===== src/rtl/seq_detector_param.sv =====
// Serial pattern detector with a runtime-loadable pattern and length, optional
// overlapping matches, and a saturating match counter.
module seq_detector_param #(
    parameter int              PAT_W   = 8,
    parameter int              CNT_W   = 8,
    parameter logic [PAT_W-1:0] DEF_PAT = PAT_W'(8'b0010_1001),
    parameter int              DEF_LEN = 6
) (
    input  logic                     clk,
    input  logic                     rst_n,
    input  logic                     stream_valid,
    input  logic                     stream_bit,
    input  logic                     pat_load,
    input  logic [PAT_W-1:0]         pat_value,
    input  logic [$clog2(PAT_W):0]   pat_len,
    input  logic                     overlap_en,
    input  logic                     cnt_clr,
    output logic                     tone,
    output logic [CNT_W-1:0]         count,
    output logic                     cnt_sat,
    output logic                     cfg_err
);

    localparam int               LEN_W   = $clog2(PAT_W) + 1;
    localparam logic [LEN_W-1:0] MAX_LEN = LEN_W'(PAT_W);
    localparam logic [CNT_W-1:0] CNT_MAX = '1;

    logic [1:0]       r_sync;
    logic [PAT_W-1:0] r_hist;
    logic [PAT_W-1:0] r_pat;
    logic [LEN_W-1:0] r_len;
    logic [LEN_W-1:0] r_fill;
    logic             r_tone;
    logic             r_cfgErr;
    logic [CNT_W-1:0] r_count;
    logic             r_sat;

    logic             w_run;
    logic             w_accept;
    logic             w_lenOk;
    logic             w_match;
    logic [PAT_W-1:0] w_histNext;
    logic [LEN_W-1:0] w_fillNext;
    logic [PAT_W-1:0] w_mask;

    // Reset release is synchronised; no bit or load is taken until it is through.
    always_ff @(posedge clk or negedge rst_n) begin
        if (!rst_n) begin
            r_sync <= '0;
        end else begin
            r_sync <= {r_sync[0], 1'b1};
        end
    end

    assign w_run      = r_sync[1];
    assign w_accept   = w_run && stream_valid && !pat_load;
    assign w_lenOk    = (pat_len >= LEN_W'(2)) && (pat_len <= MAX_LEN);
    assign w_histNext = {r_hist[PAT_W-2:0], stream_bit};
    assign w_fillNext = (r_fill == MAX_LEN) ? r_fill : r_fill + 1'b1;

    always_comb begin
        w_mask = '0;
        for (int i = 0; i < PAT_W; i++) begin
            w_mask[i] = (i < int'(r_len));
        end
    end

    assign w_match = w_accept && ((w_histNext & w_mask) == (r_pat & w_mask))
                     && (w_fillNext >= r_len);

    always_ff @(posedge clk or negedge rst_n) begin
        if (!rst_n) begin
            r_hist   <= '0;
            r_fill   <= '0;
            r_pat    <= DEF_PAT;
            r_len    <= LEN_W'(DEF_LEN);
            r_tone   <= 1'b0;
            r_cfgErr <= 1'b0;
        end else begin
            r_tone   <= w_match;
            r_cfgErr <= w_run && pat_load && !w_lenOk;
            if (w_run && pat_load && w_lenOk) begin
                r_pat  <= pat_value;
                r_len  <= pat_len;
                r_hist <= '0;
                r_fill <= '0;
            end else if (w_accept) begin
                r_hist <= w_histNext;
                r_fill <= (w_match && !overlap_en) ? '0 : w_fillNext;
            end
        end
    end

    // A clear coinciding with a match leaves that match counted.
    always_ff @(posedge clk or negedge rst_n) begin
        if (!rst_n) begin
            r_count <= '0;
            r_sat   <= 1'b0;
        end else if (cnt_clr) begin
            r_count <= w_match ? CNT_W'(1) : '0;
            r_sat   <= 1'b0;
        end else if (w_match) begin
            if (r_count == CNT_MAX) begin
                r_sat <= 1'b1;
            end else begin
                r_count <= r_count + 1'b1;
                if (r_count == CNT_MAX - 1'b1) begin
                    r_sat <= 1'b1;
                end
            end
        end
    end

    assign tone    = r_tone;
    assign count   = r_count;
    assign cnt_sat = r_sat;
    assign cfg_err = r_cfgErr;

endmodule

===== config.mk =====
export PLATFORM = sky130hd
export DESIGN_NAME = seq_detector_param
export DESIGN_NICKNAME = d
export VERILOG_FILES = /design/src/rtl/seq_detector_param.sv
export SDC_FILE = /design/constraint.sdc
export NUM_CORES = 1
export LEC_CHECK = 0
export CAP_MARGIN = 10
export CORE_MARGIN = 1.5
export CORE_UTILIZATION = 24
export CTS_CLUSTER_SIZE = 16
export DETAILED_ROUTE_END_ITERATION = 16
export GPL_ROUTABILITY_DRIVEN = 1
export PLACE_DENSITY = 0.49
export RECOVER_POWER = 100
export SYNTH_ARGS = -nofsm -noshare
export SYNTH_HDL_FRONTEND = slang
export SYNTH_SLANG_ARGS = --single-unit

===== constraint.sdc =====
create_clock -name clk -period 2.8 [get_ports clk]
set_input_delay 0.56 -clock clk [delete_from_list [all_inputs] [get_ports clk]]
set_output_delay 0.56 -clock clk [all_outputs]
set_load 0.05 [all_outputs]

==> flow_summary.json <==
{
  "start_util": 0.245,
  "cts_max_path_buffers": 2,
  "power.share.combinational": 0.284,
  "grt_max_degree": 37,
  "start_kind": "flip-flop",
  "p_sw_mw": 0.408,
  "hpwl_um": 2970,
  "max_slew.worst_pin.slew_ps": 917,
  "first_global_vias": 1499,
  "die_height_um": 91.3,
  "worstHoldStart": "r_sync[0]",
  "synth_fp_nets": 207,
  "crit_required_ps": 3020,
  "cts_root_buf": "clkbuf_8",
  "rrSetupSlack_ps": 130,
  "final_cells": 328,
  "fin_crit_sh": 0.953,
  "placed_cells": 317,
  "hold_viol": 0,
  "slew_headroom": 0.389,
  "synth-main-ff-cell": "dfrtp_1",
  "grt_pass1_wl_um": 7110,
  "die-area_um2": 8330,
  "powerDensity_nw_per_um2": 560,
  "die_w_um": 91.3,
  "drv_slew": 0,
  "io_buffers": 29,
  "synth_cell_type_count": 48,
  "pre_cts_ws_ps": -49.1,
  "period_needed_ps": 2670,
  "skew_ps": 6.86,
  "ios": 30,
  "first_iter_violations": 54,
  "clkPwrFrac": 0.253,
  "row_count": 32,
  "worst_ep_arrival_time_ps": 2890,
  "r2r-start": "r_fill[0]",
  "worstHoldPathType": "reg2reg",
  "antenna_found_initial": 0,
  "holdPathEnd": "r_sync[1]",
  "gp_congestion": 0.729,
  "cpMaxStageDelayCell": "or4_1",
  "slowest_delay_ps": 500,
  "regArea_um2": 907,
  "coreArea_um2": 7650,
  "area_growth_pct": 33.6,
  "cts-hold-fix-buffers": 0,
  "cts_sinks": 36,
  "avgViaCountPerCell": 4.48,
  "power.leakage_nw": 1.05,
  "holdPathStages": 0,
  "crit_chain": "inv_2 -> ha_1 -> nand2_1 -> nor2_2 -> xnor2_2 -> ha_1 -> nand2b_4 -> a2111oi_4 -> buf_4 -> nor4b_4 -> nand3_2 -> or4_1 -> nand2_1",
  "netlist_instances": 180,
  "fillerInstances": 798,
  "synthArstFlopShare": 1.00,
  "crit_start": "r_fill[0]",
  "intPower_mw": 0.991,
  "ir_drop_v": 0.000194,
  "status": "completed",
  "reg2regPathDepth": 13,
  "ys_warn_count": 0,
  "diodes": 0,
  "endpoint_kind": "flip-flop",
  "grt_usage": 0.107,
  "multi_input_area_um2": 957,
  "drtAntennaViolNets": 0,
  "grt_overflow_total": 0,
  "cts_tree": "built",
  "drive_gt1_frac": 0.230,
  "drc": 0,
  "synth_edf_count": 0,
  "htreeDepth": 2,
  "cts_inserted_buffers": 5,
  "power.share.switching": 0.292,
  "timing.fmax_ghz": 0.375,
  "fin_nets": 252,
  "synth-seq-cells": 36,
  "ys_seq_area_frac": 0.485,
  "crit_fanout": 8,
  "rr_endpoint": "count[4]",
  "vias": 1469,
  "worst_slack_ps": 130,
  "crit_type": "reg2reg",
  "netlist_area_um2": 1870,
  "max-cap-violations": 0,
  "postSynthAreaPerCell_um2": 10.4,
  "drt_first_pass_iters": 4,
  "wl_um": 4090,
  "clk_latency_ps": 290,
  "post_drt_wl_per_cell_um": 12.5,
  "setup_viol_count_final": 0,
  "seqPwrFrac": 0.462,
  "clkTransAtPathRegs_ps": 70
}
==> layout make-up <==
class                           instances  area share
Timing Repair Buffer                   44       0.160
Tap cell                              102      0.0511
Inverter                                7      0.0105
Multi-Input combinational cell        131       0.383
Clock inverter                          1     0.00200
Sequential cell                        36       0.363
Clock buffer                            7      0.0305
==> cell usage in the layout, fill, tap and decap left out, drive strengths merged, types with 2 or more instances in the layout <==
cell type and count:
or4 3, a21oi 5, nor2 9, o22ai 2
o21ai 16, clkdlybuf4s50 15, clkbuf 8, ha 8
nor2b 2, xnor2 7, xor2 5, dlygate4sd3 14
a32o 3, dfstp 5, nand4b 2, mux2 9
nand2 27, nor4b 2, nand3 4, inv 7
nor3b 2, or3 2, dfrtp 31, nand2b 2
buf 14, and2 3
==> flip-flops by register name, summed over array words and instances, names as in the netlist <==
register and flops:
cfg_err 1, cnt_sat 1, count 8, r_fill 4
r_hist 7, r_len 4, r_pat 8, r_sync 2
tone 1
==> power by group through the flow <==
stage	registers, mW	logic (mW)	clock network (mW)
floorplan	0.649	0.205	0
global placement	0.656	0.331	0
detailed placement	0.657	0.333	0
CTS	0.647	0.351	0.370
global route	0.657	0.444	0.393
finish	0.647	0.398	0.354
==> kinds of logic (layout without fill, tap and decap cells) <==
group           after synthesis  in the layout  share of synthesized area
mux                          10             10                     0.0595
flops                        36             36                      0.485
xor+xnor                     12             12                     0.0562
other cells                   1              1                    0.00200
compound gates               36             36                      0.124
fa+ha+maj                     8              8                     0.0535
simple gates                 64             64                      0.181
buf+inv                      13             59                     0.0388
==> worst max-delay path, delay by kind of cell, from the launching register on <==
family,cells,cell delay (ps)
AND/OR/NAND/NOR,7,1400
buffers and inverters,2,220
adder cells (fa/ha/maj),2,430
AO/OA/AOI/OAI,1,60
flip-flops,1,390
XOR/XNOR,1,90
==> Yosys cell counts (2+ instances only) <==
| cell type | n | share of area |
|---|---|---|
| dfrtp_1 | 31 | 0.41 |
| nand2_1 | 27 | 0.054 |
| o21ai_0 | 16 | 0.043 |
| mux2_2 | 9 | 0.054 |
| nor2_1 | 9 | 0.018 |
| ha_1 | 8 | 0.054 |
| inv_1 | 7 | 0.014 |
| xnor2_1 | 7 | 0.033 |
| a21oi_1 | 5 | 0.013 |
| dfstp_2 | 5 | 0.070 |
| xor2_1 | 5 | 0.023 |
| a32o_1 | 3 | 0.016 |
| nand3_1 | 3 | 0.0080 |
| or4_1 | 3 | 0.012 |
| and2_2 | 2 | 0.0080 |
| clkbuf_1 | 2 | 0.0040 |
| nand2b_1 | 2 | 0.0067 |
| nand4b_1 | 2 | 0.0094 |
| nor2b_1 | 2 | 0.0067 |
| nor3b_1 | 2 | 0.0080 |
| o22ai_1 | 2 | 0.0067 |
| or3_1 | 2 | 0.0067 |
==> what timing repair did <==
| action | CTS | global route |
|---|---|---|
| pin swaps | 0 | 6 |
| setup buffers | 0 | 3 |
| gates resized for setup | 2 | 11 |
| setup endpoints to repair | 5 | 12 |
==> through the flow <==
step / instance area (µm²) / utilization / power, mW / hold WS (ps) / TNS (ps)
CTS: 2420 / 0.316 / 1.37 / 358 / 0
floorplan: 1870 / - / 0.854 / 264 / 0
global route: 2500 / 0.327 / 1.49 / 361 / -7.23
detailed placement: 2330 / 0.305 / 0.990 / 342 / -149
finish: 2500 / 0.327 / 1.40 / 355 / 0
global placement: 2330 / 0.305 / 0.987 / 338 / -16.4
==> metal layers <==
metal | vias to the layer above | global-route usage | part of all wire
met2 | 19 | 0.170 | 0.46
met4 | 0 | 0.0482 | 0.020
li1 | 723 | - | -
met5 | - | 0 | 0
met1 | 721 | 0.136 | 0.49
met3 | 6 | 0.0268 | 0.027
==> worst max path at each step <==
stage	to	slack [ps]	cells after the start
floorplan	count[5]	260	12
global placement	r_fill[2]	-7	14
detailed placement	r_fill[2]	-50	14
CTS	r_fill[2]	20	14
global route	count[4]	-7	13
finish	count[4]	130	13
Power figures use the tool's default switching activity.
